--- src/rtl/multicycle_controller_pkg.sv ---
// Shared encodings for the multicycle RV32I controller: FSM states, opcodes,
// ALU operation classes and datapath mux selects.
package multicycle_controller_pkg;

    typedef enum logic [3:0] {
        StFetch,
        StDecode,
        StMemAdr,
        StMemRead,
        StMemWb,
        StMemWrite,
        StExecR,
        StExecI,
        StAluWb,
        StBeq,
        StJal,
        StTrap
    } state_e;

    localparam logic [6:0] OpLoad  = 7'b0000011;
    localparam logic [6:0] OpStore = 7'b0100011;
    localparam logic [6:0] OpRType = 7'b0110011;
    localparam logic [6:0] OpIAlu  = 7'b0010011;
    localparam logic [6:0] OpBeq   = 7'b1100011;
    localparam logic [6:0] OpJal   = 7'b1101111;

    localparam logic [1:0] AluOpAdd   = 2'b00;
    localparam logic [1:0] AluOpSub   = 2'b01;
    localparam logic [1:0] AluOpFunct = 2'b10;

    localparam logic [2:0] AluAdd = 3'b000;
    localparam logic [2:0] AluSub = 3'b001;
    localparam logic [2:0] AluAnd = 3'b010;
    localparam logic [2:0] AluOr  = 3'b011;
    localparam logic [2:0] AluSlt = 3'b101;

    localparam logic [1:0] ResAluOut    = 2'b00;
    localparam logic [1:0] ResData      = 2'b01;
    localparam logic [1:0] ResAluResult = 2'b10;

    localparam logic [1:0] SrcAPc    = 2'b00;
    localparam logic [1:0] SrcAOldPc = 2'b01;
    localparam logic [1:0] SrcARs1   = 2'b10;

    localparam logic [1:0] SrcBRs2  = 2'b00;
    localparam logic [1:0] SrcBImm  = 2'b01;
    localparam logic [1:0] SrcBFour = 2'b10;

    localparam logic [1:0] ImmI = 2'b00;
    localparam logic [1:0] ImmS = 2'b01;
    localparam logic [1:0] ImmB = 2'b10;
    localparam logic [1:0] ImmJ = 2'b11;

endpackage

--- src/rtl/mc_alu_dec.sv ---
// ALU operation decode: maps the FSM's ALU operation class and the
// instruction's funct fields onto an ALUControl code.
module mc_alu_dec
    import multicycle_controller_pkg::*;
(
    input  logic [1:0] alu_op,
    input  logic [2:0] funct3,
    input  logic       funct7b5,
    input  logic       op5,
    output logic [2:0] alu_control
);

    always_comb begin
        alu_control = AluAdd;
        case (alu_op)
            AluOpSub: alu_control = AluSub;
            AluOpFunct: begin
                case (funct3)
                    // op5 separates R-type sub from addi, whose imm may set bit 30
                    3'b000:  alu_control = (op5 && funct7b5) ? AluSub : AluAdd;
                    3'b010:  alu_control = AluSlt;
                    3'b110:  alu_control = AluOr;
                    3'b111:  alu_control = AluAnd;
                    default: alu_control = AluAdd;
                endcase
            end
            default: alu_control = AluAdd;
        endcase
    end

endmodule

--- src/rtl/multicycle_controller.sv ---
// Multicycle RV32I sequencer: Moore-decoded datapath controls, memory
// request/ready handshake, immediate-format decode and a retired-instruction counter.
module multicycle_controller
    import multicycle_controller_pkg::*;
#(
    parameter int unsigned CNT_W = 32
) (
    input  logic             clk,
    input  logic             reset,
    input  logic [6:0]       op,
    input  logic [2:0]       funct3,
    input  logic             funct7b5,
    input  logic             Zero,
    input  logic             mem_ready,
    output logic             mem_req,
    output logic             MemWrite,
    output logic             AdrSrc,
    output logic             IRWrite,
    output logic             PCWrite,
    output logic             RegWrite,
    output logic [1:0]       ResultSrc,
    output logic [1:0]       ALUSrcA,
    output logic [1:0]       ALUSrcB,
    output logic [2:0]       ALUControl,
    output logic [1:0]       ImmSrc,
    output logic             retire,
    output logic [CNT_W-1:0] instret,
    output logic             illegal
);

    state_e           state_q, state_d;
    logic [1:0]       alu_op;
    logic [CNT_W-1:0] instret_q;
    logic             ready;

    // While reset is held the outputs must look like an idle FETCH.
    assign ready   = mem_ready & reset;
    assign instret = instret_q;

    always_ff @(posedge clk or negedge reset) begin
        if (!reset) begin
            state_q   <= StFetch;
            instret_q <= '0;
        end else begin
            state_q <= state_d;
            if (retire) instret_q <= instret_q + CNT_W'(1);
        end
    end

    always_comb begin
        state_d   = state_q;
        mem_req   = 1'b0;
        MemWrite  = 1'b0;
        AdrSrc    = 1'b0;
        IRWrite   = 1'b0;
        PCWrite   = 1'b0;
        RegWrite  = 1'b0;
        ResultSrc = ResAluOut;
        ALUSrcA   = SrcAPc;
        ALUSrcB   = SrcBRs2;
        alu_op    = AluOpAdd;
        retire    = 1'b0;
        illegal   = 1'b0;
        unique case (state_q)
            StFetch: begin
                mem_req   = 1'b1;
                ALUSrcB   = SrcBFour;
                ResultSrc = ResAluResult;
                IRWrite   = ready;
                PCWrite   = ready;
                if (ready) state_d = StDecode;
            end
            StDecode: begin
                ALUSrcA = SrcAOldPc;
                ALUSrcB = SrcBImm;
                case (op)
                    OpLoad, OpStore: state_d = StMemAdr;
                    OpRType:         state_d = StExecR;
                    OpIAlu:          state_d = StExecI;
                    OpBeq:           state_d = StBeq;
                    OpJal:           state_d = StJal;
                    default:         state_d = StTrap;
                endcase
            end
            StMemAdr: begin
                ALUSrcA = SrcARs1;
                ALUSrcB = SrcBImm;
                state_d = (op == OpLoad) ? StMemRead : StMemWrite;
            end
            StMemRead: begin
                mem_req = 1'b1;
                AdrSrc  = 1'b1;
                if (ready) state_d = StMemWb;
            end
            StMemWb: begin
                ResultSrc = ResData;
                RegWrite  = 1'b1;
                retire    = 1'b1;
                state_d   = StFetch;
            end
            StMemWrite: begin
                mem_req  = 1'b1;
                MemWrite = 1'b1;
                AdrSrc   = 1'b1;
                retire   = ready;
                if (ready) state_d = StFetch;
            end
            StExecR: begin
                ALUSrcA = SrcARs1;
                alu_op  = AluOpFunct;
                state_d = StAluWb;
            end
            StExecI: begin
                ALUSrcA = SrcARs1;
                ALUSrcB = SrcBImm;
                alu_op  = AluOpFunct;
                state_d = StAluWb;
            end
            StAluWb: begin
                RegWrite = 1'b1;
                retire   = 1'b1;
                state_d  = StFetch;
            end
            StBeq: begin
                ALUSrcA = SrcARs1;
                alu_op  = AluOpSub;
                PCWrite = Zero;
                retire  = 1'b1;
                state_d = StFetch;
            end
            StJal: begin
                ALUSrcA = SrcAOldPc;
                ALUSrcB = SrcBFour;
                PCWrite = 1'b1;
                state_d = StAluWb;
            end
            StTrap: illegal = 1'b1;
            default: state_d = StFetch;
        endcase
    end

    always_comb begin
        case (op)
            OpStore: ImmSrc = ImmS;
            OpBeq:   ImmSrc = ImmB;
            OpJal:   ImmSrc = ImmJ;
            default: ImmSrc = ImmI;
        endcase
    end

    mc_alu_dec u_alu_dec (
        .alu_op     (alu_op),
        .funct3     (funct3),
        .funct7b5   (funct7b5),
        .op5        (op[5]),
        .alu_control(ALUControl)
    );

endmodule

--- config.mk ---
export PLATFORM = sky130hd
export DESIGN_NAME = multicycle_controller
export DESIGN_NICKNAME = d
export VERILOG_FILES = /design/src/rtl/multicycle_controller_pkg.sv /design/src/rtl/mc_alu_dec.sv /design/src/rtl/multicycle_controller.sv
export SDC_FILE = /design/constraint.sdc
export NUM_CORES = 1
export LEC_CHECK = 0
export BUFFER_PORTS_ARGS = -buffer_cell sky130_fd_sc_hd__buf_2
export CORE_MARGIN = 10
export CORE_UTILIZATION = 55
export CTS_CLUSTER_SIZE = 30
export DETAILED_ROUTE_END_ITERATION = 10
export PLACE_DENSITY = 0.92
export SYNTH_ARGS = -nofsm -noshare
export SYNTH_HDL_FRONTEND = slang
export SYNTH_SLANG_ARGS = --single-unit
--- constraint.sdc ---
create_clock -name clk -period 3.9 [get_ports clk]
set_input_delay 0.78 -clock clk [delete_from_list [all_inputs] [get_ports clk]]
set_output_delay 0.78 -clock clk [all_outputs]
set_load 0.03 [all_outputs]
==> results summary <==
The run finished with clean final reports. The clock drives 36 sinks. The final core utilization came out at a little over two thirds. The total power after layout came out at between 1 and 1.5 mW. The total wirelength of the detailed-routed design is between 5000 and 6000 um. The total count of max-transition violations in the final report is 0. The first global-routing pass estimated slightly below 10000 um of wire. The share of power burned in registers is approximately a third.

The maximum clock frequency came out at about 320 MHz. Setup repair after global routing left no endpoint under its margin. The hold-fix buffer count after cts is 0. The detailed-route via count is approximately 2100. The worst hold path begins at instret[31]$_DFFE_PN0P_. The type of destination of the critical path is an output port. The critical path startpoint category is a flip-flop. The clock passes through at most 2 buffers. The total area inside the core boundary comes to 3740 um^2.

The initial antenna violation count was 0. The post-cts sizing count is 0. The clock transition time at the flip-flop clock pins of the worst setup and hold paths is around 70 ps. The number of nets in the layout is 314. The weighted congestion reported at the end of routability-driven placement is 0.882. Net switching is 46.1% of the power. The number of I/O port buffers came out at 65.

The worst register-to-register path begins at state_q[1]$_DFFE_PN0P_. The library cell used most frequently in the layout, excluding fill and tap cells, is sky130_fd_sc_hd__buf_2. The area growth from synthesis to final layout came out at 20.5%.

Headroom to the max-slew limit came out at between 50% and 60%. The critical setup path kind is flip-flop to output port. Counting flops with a built-in enable in the synthesized netlist gives 0. The number of filler cells placed in the layout came out at 311. The floorplan step set the die height to 82.8 um. The final setup TNS is 0 ps. After synthesis, the cell types taking the most area are sky130_fd_sc_hd__dfrtp_1, sky130_fd_sc_hd__xor2_1, sky130_fd_sc_hd__nor4_1, sky130_fd_sc_hd__nor3_1, sky130_fd_sc_hd__nand2_1. The routed wire length per instance came out at around 17 um.

Summed over all instances, the cell type with the most area after synthesis is sky130_fd_sc_hd__dfrtp_1. The tightest min-delay check is of the flip-flop to flip-flop type. The reg-to-reg endpoint is instret[25]$_DFFE_PN0P_. The die covers approximately 6900 um^2. The clock latency of the later-clocked register in the worst-skew pair is ~290 ps. The required arrival time at the worst endpoint is between 3000 and 4000 ps. During I/O placement, the number of pins put on the boundary was 66. The cell at the root of the clock tree is sky130_fd_sc_hd__clkbuf_8. The number of endpoints failing setup at the final stage is 0. The leakage power of the design came out at 1.06 nW. The pin slew with the least headroom to its limit is approximately 740 ps. The share of post-route cells with drive strength above 1 came out at approximately 28%. The total power density per cell area came out at ~570 nW/um^2. The DRC violation count after routing came out at 0. The post-detailed-route count of antenna-violating nets came out at 0. In the layout the commonest cells are sky130_fd_sc_hd__buf_2, sky130_fd_sc_hd__dfrtp_1, sky130_fd_sc_hd__xor2_1, sky130_fd_sc_hd__nand2_1, sky130_fd_sc_hd__nor3_1. Counting distinct cell types in the post-synthesis netlist gives 40. The length of the first detailed-routing pass in iterations came out at 4. The total routing usage reported by global routing is 16.7%. The depth of the worst register-to-register path came out at 4. The worst-path maximum fanout came out at 20. The analysis attributes to net switching a power of just under 700 uW. The share of the synthesized area in the top cell type is 41.5%. The net count after synthesis came out at 252. The estimated wirelength of the detail-placed design came out at between 4000 and 5000 um.

The final count of hold timing violations is 0. The maximum number of pins on one net before global-route repair came out at 38. The part of the total power dissipated in combinational logic is roughly 44%. The count of mapped cells out of synthesis came out at around 230. The worst hold path cell count is 1. The effective utilization at floorplan came out at between 50 and 60%.

The clock tree from TritonCTS is done. The count of state elements after synthesis is 36. The part of the total power dissipated in the clock network is a little over a fifth.

The internal power came out at about 800 uW. The count of H-tree levels built during CTS came out at 2. The maximum ir drop on the vdd rail is approximately 0.00037 V. The synthesized area divided by synthesized cell count came out at between 9 and 10 um^2. The DRC marker count from the first detailed-route iteration came out at 171. The worst path in the final design needs a cycle of approximately 3100 ps, including I/O delays and setup.

The post-synthesis cell area is 2170 um^2. The setup slack of the most critical reg-to-reg path came out at 1500 ps. Of the available clock period, the critical path in the final layout requires just under 80%. Yosys printed 0 warnings. Sequential elements use between 40% and 50% of the synthesized area. For the worst setup path, the data arrival time is 2310 ps. The number of placement rows came out at 22. The die is just over 80 um wide. The main flop type after synthesis is sky130_fd_sc_hd__dfrtp_1. The clock tree skew after final layout is 6.33 ps.

The share of synthesized flip-flops with an asynchronous set or reset came out at 100%. For hold timing, the worst endpoint is instret[31]$_DFFE_PN0P_. The hold slack is 471 ps. The mean number of vias per cell is a little over 6. After clock tree synthesis, the setup repair step added 0 buffers.

0 antenna diodes ended up in the layout. Buffers inserted during clock tree synthesis total 5. Max-cap violations in this run came to 0.

The sum of overflow across all layers after global routing is 0. The number of global-route vias before repair came to around 2000.
[worst max path at each step]
stage / from / endpoint / slack [ps] / cells past startpoint
final: state_q[1]$_DFFE_PN0P_ / ALUControl[1] / 810 / 6
after global routing: state_q[1]$_DFFE_PN0P_ / ALUControl[1] / 670 / 6
after CTS: state_q[1]$_DFFE_PN0P_ / ALUControl[1] / 820 / 6
after floorplan: state_q[1]$_DFFE_PN0P_ / ALUControl[1] / 950 / 6
after global placement: reset / retire / 1160 / 5
after detailed placement: reset / retire / 1120 / 5
[per-layer routing]
metal / share of wire, % / track usage [%] / vias up
li1: - / - / 973
met1: 42 / 19.8 / 1017
met2: 50 / 27.4 / 85
met3: 6.5 / 4.49 / 7
met4: 1.5 / 7.23 / 0
met5: 0 / 0 / -
[registers in the layout, summed over array words and instances, names as in the netlist]
| register | cells |
|---|---|
| instret | 32 |
| state_q | 4 |
[logic make-up (layout without fill, tap and decap cells)]
| group | count (synthesis) | in the layout | share of synthesized area [%] |
|---|---|---|---|
| buffers and inverters | 22 | 85 | 4.61 |
| DFF | 36 | 36 | 41.5 |
| and+or+nand+nor | 115 | 115 | 31.2 |
| xor gates and xnor gates | 34 | 34 | 13.7 |
| adders and majority gates | 3 | 3 | 1.73 |
| AOI/OAI and AO/OA | 24 | 24 | 7.21 |
[layout make-up]
| class | instances | area (um^2) | share of cell area (%) |
|---|---|---|---|
| Inverter | 11 | 41.3 | 1.58 |
| Timing Repair Buffer | 66 | 333 | 12.7 |
| Clock inverter | 3 | 42.5 | 1.63 |
| Tap cell | 48 | 60.1 | 2.30 |
| Clock buffer | 5 | 68.8 | 2.63 |
| Multi-Input combinational cell | 176 | 1170 | 44.7 |
| Sequential cell | 36 | 901 | 34.4 |
[Yosys cell counts (2+ instances only)]
cell type and number:
sky130_fd_sc_hd__o21ai_0 4, sky130_fd_sc_hd__nand2b_1 2, sky130_fd_sc_hd__nand2_1 17, sky130_fd_sc_hd__and4_1 4
sky130_fd_sc_hd__ha_1 3, sky130_fd_sc_hd__nor4b_1 3, sky130_fd_sc_hd__or3_1 2, sky130_fd_sc_hd__clkbuf_1 7
sky130_fd_sc_hd__dfrtp_1 36, sky130_fd_sc_hd__or2_2 2, sky130_fd_sc_hd__and3_1 5, sky130_fd_sc_hd__nor4_2 5
sky130_fd_sc_hd__a21oi_1 9, sky130_fd_sc_hd__nand4_1 10, sky130_fd_sc_hd__buf_2 2, sky130_fd_sc_hd__xor2_1 27
sky130_fd_sc_hd__xnor2_1 7, sky130_fd_sc_hd__nand3_1 12, sky130_fd_sc_hd__and4b_1 2, sky130_fd_sc_hd__nor3_1 16
sky130_fd_sc_hd__inv_1 11, sky130_fd_sc_hd__nor2_1 13, sky130_fd_sc_hd__buf_6 2, sky130_fd_sc_hd__and2_1 3
sky130_fd_sc_hd__nor4_1 15
[through the flow]
| stage | instance area (um^2) | setup slack [ps] | cells |
|---|---|---|---|
| finish | 2620 | 806 | 345 |
| global route | 2620 | 669 | 345 |
| CTS | 2620 | 817 | 345 |
| detailed placement | 2500 | 1120 | 337 |
| global placement | 2500 | 1160 | 337 |
| floorplan | 2170 | 953 | 234 |
[critical path: stages, from the launching register on]
cell and delay, ps:
sky130_fd_sc_hd__dfrtp_1 590, sky130_fd_sc_hd__nand2b_1 310, sky130_fd_sc_hd__or3_1 390, sky130_fd_sc_hd__inv_1 80, sky130_fd_sc_hd__ha_1 240, sky130_fd_sc_hd__nor3b_1 190
sky130_fd_sc_hd__buf_2 220
[power by group through the flow]
stage               Combinational, mW  Sequential, mW  Clock, mW
floorplan                       0.488           0.533          0
global placement                0.644           0.514          0
detailed placement              0.656           0.519          0
CTS                             0.658           0.512      0.330
global route                    0.708           0.525      0.351
finish                          0.655           0.514      0.325
No activity file was read; power rests on OpenSTA's default activity.
